==> config.mk <==
export PLATFORM = sky130hd
export DESIGN_NAME = cla16_mp_seq
export DESIGN_NICKNAME = d
export VERILOG_FILES = /design/src/rtl/cla16_mp_seq.sv
export SDC_FILE = /design/constraint.sdc
export NUM_CORES = 1
export LEC_CHECK = 0
export BUFFER_PORTS_ARGS = -buffer_cell sky130_fd_sc_hd__buf_2
export CAP_MARGIN = 20
export CORE_UTILIZATION = 42
export DETAILED_ROUTE_END_ITERATION = 12
export GPL_TIMING_DRIVEN = 0
export PLACE_DENSITY = 0.8
export SYNTH_ARGS = -nofsm -noshare
export SYNTH_HDL_FRONTEND = slang
export SYNTH_SLANG_ARGS = --single-unit
==> constraint.sdc <==
create_clock -name clk -period 2 [get_ports clk]
set_input_delay 0.4 -clock clk [delete_from_list [all_inputs] [get_ports clk]]
set_output_delay 0.4 -clock clk [all_outputs]
set_load 0.005 [all_outputs]
==> src/rtl/cla16_mp_seq.sv <==
// Multi-word add/sub sequencer around an external cla16; result word k is registered 1 cycle after its operand handshake,
// in_ready stalls on a full output register. Define CLA16_MP_SEQ_ZERO_EN to build the all-words-zero flag.
module cla16_mp_seq #(
   parameter int CW = 3
) (
   input  logic          clk,
   input  logic          rst_n,
   input  logic          start,
   input  logic          sub,
   input  logic [CW-1:0] nwords,
   output logic          busy,
   input  logic          in_valid,
   output logic          in_ready,
   input  logic [15:0]   in_a,
   input  logic [15:0]   in_b,
   output logic [15:0]   add_a,
   output logic [15:0]   add_b,
   output logic          add_cin,
   input  logic [15:0]   add_sum,
   input  logic          add_g,
   input  logic          add_p,
   output logic          out_valid,
   input  logic          out_ready,
   output logic [15:0]   out_sum,
   output logic          out_last,
   output logic          done,
   output logic          cout,
   output logic          ovf,
   output logic          zero
);

   typedef enum logic [1:0] {S_IDLE, S_RUN, S_FLUSH} state_t;

   state_t        r_state;
   logic          r_sub;
   logic [CW-1:0] r_nwords;
   logic [CW-1:0] r_wcnt;
   logic          r_carry;
   logic [15:0]   r_out_sum;
   logic          r_out_valid;
   logic          r_out_last;
   logic          r_done;
   logic          r_cout;
   logic          r_ovf;

   logic          w_c16;
   logic          w_hs;
   logic          w_out_take;
   logic          w_ovf;
   logic          w_last;

   assign busy       = (r_state != S_IDLE);
   assign in_ready   = (r_state == S_RUN) & (~r_out_valid | out_ready);
   assign add_a      = in_a;
   assign add_b      = r_sub ? ~in_b : in_b;
   assign add_cin    = r_carry;
   assign w_c16      = add_g | (add_p & r_carry);
   assign w_hs       = in_valid & in_ready;
   assign w_out_take = r_out_valid & out_ready;
   // Carry into bit 15 recovered from the sum bit; overflow is its mismatch with the word carry.
   assign w_ovf      = w_c16 ^ (add_sum[15] ^ in_a[15] ^ add_b[15]);
   assign w_last     = (r_wcnt == r_nwords);

   assign out_valid  = r_out_valid;
   assign out_sum    = r_out_sum;
   assign out_last   = r_out_last;
   assign done       = r_done;
   assign cout       = r_cout;
   assign ovf        = r_ovf;

`ifdef CLA16_MP_SEQ_ZERO_EN
   logic r_zero_acc;
   assign zero = r_zero_acc;

   always_ff @(posedge clk or negedge rst_n) begin
      if (!rst_n)
         r_zero_acc <= 1'b0;
      else if (r_state == S_IDLE && start)
         r_zero_acc <= 1'b1;
      else if (w_hs)
         r_zero_acc <= r_zero_acc & (add_sum == 16'h0000);
   end
`else
   assign zero = 1'b0;
`endif

   always_ff @(posedge clk or negedge rst_n) begin
      if (!rst_n) begin
         r_state     <= S_IDLE;
         r_sub       <= 1'b0;
         r_nwords    <= '0;
         r_wcnt      <= '0;
         r_carry     <= 1'b0;
         r_out_sum   <= 16'h0000;
         r_out_valid <= 1'b0;
         r_out_last  <= 1'b0;
         r_done      <= 1'b0;
         r_cout      <= 1'b0;
         r_ovf       <= 1'b0;
      end else begin
         r_done <= 1'b0;
         case (r_state)
            S_IDLE: begin
               if (start) begin
                  r_sub    <= sub;
                  r_nwords <= nwords;
                  r_carry  <= sub;
                  r_wcnt   <= '0;
                  r_cout   <= 1'b0;
                  r_ovf    <= 1'b0;
                  r_state  <= S_RUN;
               end
            end
            S_RUN: begin
               if (w_out_take)
                  r_out_valid <= 1'b0;
               if (w_hs) begin
                  r_out_sum   <= add_sum;
                  r_out_valid <= 1'b1;
                  r_carry     <= w_c16;
                  r_wcnt      <= r_wcnt + {{(CW-1){1'b0}}, 1'b1};
                  if (w_last) begin
                     r_out_last <= 1'b1;
                     r_cout     <= w_c16;
                     r_ovf      <= w_ovf;
                     r_state    <= S_FLUSH;
                  end
               end
            end
            S_FLUSH: begin
               if (w_out_take) begin
                  r_done      <= 1'b1;
                  r_out_valid <= 1'b0;
                  r_out_last  <= 1'b0;
                  r_state     <= S_IDLE;
               end
            end
            default: r_state <= S_IDLE;
         endcase
      end
   end

endmodule

After elaboration in Yosys (flattened, before gate mapping)
Index checks and enable logic that the tools add are counted.
{"block": "classes", "shifts": 0, "n_bitwise": 11, "eq_ne": 7, "muxes": 28, "reduce_logical": 10, "addsub": 1, "div_mod_pow": 0, "magnitude_cmp": 0, "n_mul": 0}
{"op": "2-to-1 mux 16 bit", "n": 1}
{"op": "NOT 16 bit", "n": 1}
{"op": "2-to-1 mux 1 bit", "n": 14}
{"op": "AND reduction 4 bit", "n": 3}
{"op": "one-hot mux 1 bit (2 select lines)", "n": 5}
{"op": "2-to-1 mux 2 bit", "n": 4}
{"op": "!= test 2 bit, second input constant", "n": 4}
{"op": "2-to-1 mux 3 bit", "n": 2}
{"op": "one-hot mux 2 bit (3 select lines)", "n": 1}
{"op": "one-hot mux 3 bit (2 select lines)", "n": 1}
{"op": "nonzero test 2 bit", "n": 3}
{"op": "AND 1 bit", "n": 4}
{"op": "AND reduction 2 bit", "n": 2}
{"op": "adder 3 x 1 -> 3 bit, second input constant", "n": 1}
{"op": "== test 3 bit", "n": 1}
{"op": "AND reduction 3 bit", "n": 1}
{"op": "XOR 1 bit", "n": 3}
{"op": "== test 2 x 1 -> 1 bit, second input constant", "n": 1}
{"op": "== test 2 bit, second input constant", "n": 1}
{"op": "zero test 2 bit", "n": 1}
{"op": "OR 1 bit", "n": 2}
{"op": "NOT 1 bit", "n": 1}
{"block": "totals", "inputBits": 59, "rom_bits": 0, "regBits": 31, "out_inout_bits": 57, "ramBits": 0, "mem_count": 0, "latchBits": 0}

Logic depth before layout (Yosys ltp)
{"block": "depth", "ltp_word": 7, "depth_mapped": 8}

Worst setup path before layout
Ideal clock, no wire load.
{"block": "synth_path", "kind": "reg-to-reg", "from": "reg r_state[1]", "to": "reg r_state[0]", "slack_ns": 0.370, "stages_incl_launch_ff": 7, "t_arrival_ns": 1.505, "synth_period_minus_slack_ns": 1.630, "path_cell_list": "dfrtp_1 inv_1 ha_1 nand3_1 o21a_1 a211o_1 mux2_4"}
{"block": "synth_between", "elab_chain_len": 5, "word_cells_on_any_way": 11, "classes_between": "6 x eq/ne; 1 x mux; 2 x bitwise; 2 x reduce/logical"}
{"item": "start, declared", "line": "34", "rtl": "state_t r_state;"}
{"item": "start signal, assigned", "line": "89", "rtl": "r_state <= S_IDLE;"}
{"item": "start signal, assigned", "line": "111", "rtl": "r_state <= S_RUN;"}
{"item": "start signal, assigned", "line": "126", "rtl": "r_state <= S_FLUSH;"}
{"item": "== test 2 x 1 -> 1 bit", "line": "53, 102"}
{"item": "AND 1 bit", "line": "53", "rtl": "assign in_ready = (r_state == S_RUN) & (~r_out_valid | out_ready);"}
{"item": "AND 1 bit", "line": "58", "rtl": "assign w_hs = in_valid & in_ready;"}
{"item": "!= test 2 bit (no line)"}
{"item": "AND reduction 4 bit (no line)"}
Several ways; a longest one is shown, not always the timed one.
A chain may end at the register's enable or synchronous reset.

Final worst setup path
{"block": "layout_path", "from": "reg r_state[1]", "to": "out in_ready"}
{"block": "layout_between", "elab_chain_len": 2}
{"item": "== test 2 x 1 -> 1 bit", "line": "53"}
{"item": "AND 1 bit", "line": "53"}
{"item": "end, declared", "line": "13", "rtl": "output logic in_ready,"}
Every way passes these cells.

==> run summary <==
status: finished, final reports clean
vias in the first global route: 1352
Crit path required time: 1.60 ns
Placed Cells: 339
ratio of cells with drive above 1 in the final layout: 45.45%
H-tree depth: 2
Setup CP Type: register to output port
FF+latch count, synth: 31
Layout Nets: 361
IO Pins: 116
Root Buffer: clkbuf_8
Worst IR Drop VDD: 0.0005177 V
# hold bufs at CTS: 0
Synth-to-Final Area Change: 36.80%
clock skew: 0.001555 ns
area of the core: 4000 um^2
PD cells: 1315 nW/um^2
TritonCTS clock tree: yes
Clock Path Buffers: 2
GRT Overall Usage: 18.96%
final hold violations: 0
CTS sink cnt: 31
critical path endpoint category: output port
upper clock frequency limit: 529.8 MHz
crit share post-route: 94.37%
Slew HR: 54.97%
DRC: 0
antenna fix cells: 0
synthesized area: 1744 um^2
post-route minimum period: 1.887 ns
most used cell, CP: buf_2
critical path data arrival time: 1.49 ns
Post-DRT Antenna Nets: 0
unrepaired setup endpoints after global routing: no
global route total overflow: 0
combinational power share: 51.6%
antenna violations before repair: 0
Post-Synthesis Cells: 190
post-place instance area: 2302 um^2
critical path buffer and inverter count: 3
vias per cell: 4.524
PostCTS Resize Cnt: 0
CP cell instances: inv_1 -> ha_1 -> buf_2 -> and2_1 -> buf_2
Worst R2R Setup Slack: 0.17 ns
Die Span X: 66.44 um
First DRT Iteration DRCs: 68
Syn Nets: 255
Slew Viols, Final: 0
Fillers: 360
routed wire length: 4.022 mm
Design Area, Final: 2386 um^2
final RePlAce weighted congestion: 0.8089
Clock power frac: 14.9%
Die ar.: 4414 um^2
Worst-path clk slew: 0.06 ns
CP peak stage delay: 0.39 ns
commonest non-fill, non-tap cell in the layout: buf_2
pre-CTS setup slack: 0.1594 ns
critical path's slowest cell: dfrtp_1
worst reg2reg path depth: 8
DR vias: 1570
Setup TNS Final: 0 ns
drt first pass iters: 4
LEAKAGE: 0.001354 uW
switching share of power: 38.59%
post-CTS setup buffers: 0
Hold Crit Class: primary input to async pin
WL per Instance: 11.59 um
initial core utilization: 43.60%
Yosys warnings: 0
Sequential Power Share: 33.5%
max cap viols: 0
final core occ: 59.65%
Syn Area/Cell: 9.180 um^2
clk_lat worst skew: 0.28 ns
Final Non-Filler Cells: 347
global-route wire length before repair: 6.141 mm
chip height: 66.44 um
Seq/Total Area, Yosys: 44.48%
Int Power: 1926 uW
Num CTS Buffers: 5
Synth cell types: 29
Critical Path Start Type: register
Reg2Reg Launch Point: r_state[1]
num rows: 23
largest net degree at the start of global routing: 32
Worst path top cell family by delay: buffers and inverters
DP Wirelength: 3.154 mm
IO Port Bufs: 99
most frequent cells in the layout: 104 x buf_2, 58 x nand2_1, 31 x dfrtp_1, 18 x buf_4, 16 x xor2_1
worst setup slack after layout: 0.1126 ns
reg2reg end: out_sum[2]
CP Max Fanout: 10
Final setup viols: 0
Worst-Margin Slew: 0.6754 ns
Psw: 1211 uW
[power groups by stage]
| stage | sequential (uW) | clock [uW] | combinational [uW] |
|---|---|---|---|
| floorplan | 1070 | 0 | 973 |
| global placement | 1050 | 0 | 1570 |
| detailed placement | 1060 | 0 | 1630 |
| CTS | 1050 | 480 | 1640 |
| global route | 1090 | 511 | 1830 |
| finish | 1050 | 468 | 1620 |
[synthesized netlist by cell type]
library cell	number	area share, %
dfrtp_1	31	44
o41ai_1	1	0.50
clkbuf_1	1	0.22
buf_4	18	7.7
ha_1	6	4.3
nor2b_1	1	0.36
a31oi_1	1	0.36
mux2_4	2	1.7
o221ai_1	1	0.50
a32o_1	2	1.1
nor2_1	6	1.3
xnor2_1	6	3.0
and2_1	1	0.36
xor2_1	16	8.0
nand2b_1	2	0.72
buf_2	5	1.4
o21a_1	2	0.86
and3_1	2	0.72
a21oi_1	3	0.86
conb_1	1	0.22
inv_1	5	1.1
nand2_1	58	12
nor3_1	1	0.29
o21ai_0	9	2.6
mux2_2	4	2.6
mux2i_1	1	0.57
nand3_1	2	0.57
o2111ai_1	1	0.50
a211o_1	1	0.50
[stage by stage]
step / hold WS [ns] / total power (uW)
floorplan: 0.1044 / 2039
global placement: 0.4542 / 2626
detailed placement: 0.4579 / 2692
CTS: 0.1738 / 3173
global route: 0.1963 / 3429
finish: 0.1513 / 3137
[cell type report]
cell class / count / area [um^2] / area share, %
plain buffers: 24 / 163.9 / 6.869
clock inverters: 1 / 5.005 / 0.2098
clock buffers: 7 / 76.32 / 3.199
well taps: 50 / 62.56 / 2.622
inverters: 5 / 18.77 / 0.7866
multi-input cells: 130 / 788.3 / 33.04
repair buffers: 99 / 495.5 / 20.77
flip-flops and latches: 31 / 775.7 / 32.51
[how the worst max path moves through the flow]
| stage | from | to | slack [ns] | cells after the start |
|---|---|---|---|---|
| 2_1_floorplan | r_state[1] | r_state[0] | 0.37 | 6 |
| 3_3_place_gp | r_state[0] | r_state[1] | 0.18 | 6 |
| 3_5_place_dp | r_state[0] | r_state[0] | 0.16 | 6 |
| 4_1_cts | r_state[1] | in_ready | 0.11 | 5 |
| 5_1_grt | r_state[1] | r_wcnt[2] | 0.004 | 8 |
| 6_report | r_state[1] | in_ready | 0.11 | 5 |
[state kept, by name (all words and copies together), names as in the netlist]
register / count
r_wcnt: 3
ovf: 1
out_sum: 16
done: 1
out_last: 1
cout: 1
add_cin: 1
r_sub: 1
out_valid: 1
r_state: 2
r_nwords: 3
[per-layer routing]
layer / GRT usage [%] / part of all wire [%]
met5: 0 / 0
met4: 8.777 / 2.1
met3: 6.034 / 4.9
met2: 31.51 / 51
met1: 22.02 / 42
[cells by family (layout without fill, tap and decap cells)]
family,count (synthesis),count (layout),share of synthesized area [%]
multiplexers,7,7,4.878
AND/OR/NAND/NOR,73,73,16.79
adder cells (fa/ha/maj),6,6,4.304
other,1,1,0.2150
XOR/XNOR,22,22,11.05
flip-flops,31,31,44.48
buffers and inverters,29,136,10.47
AO/OA/AOI/OAI,21,21,7.819
Note: power is estimated with default switching activity, not from simulation.
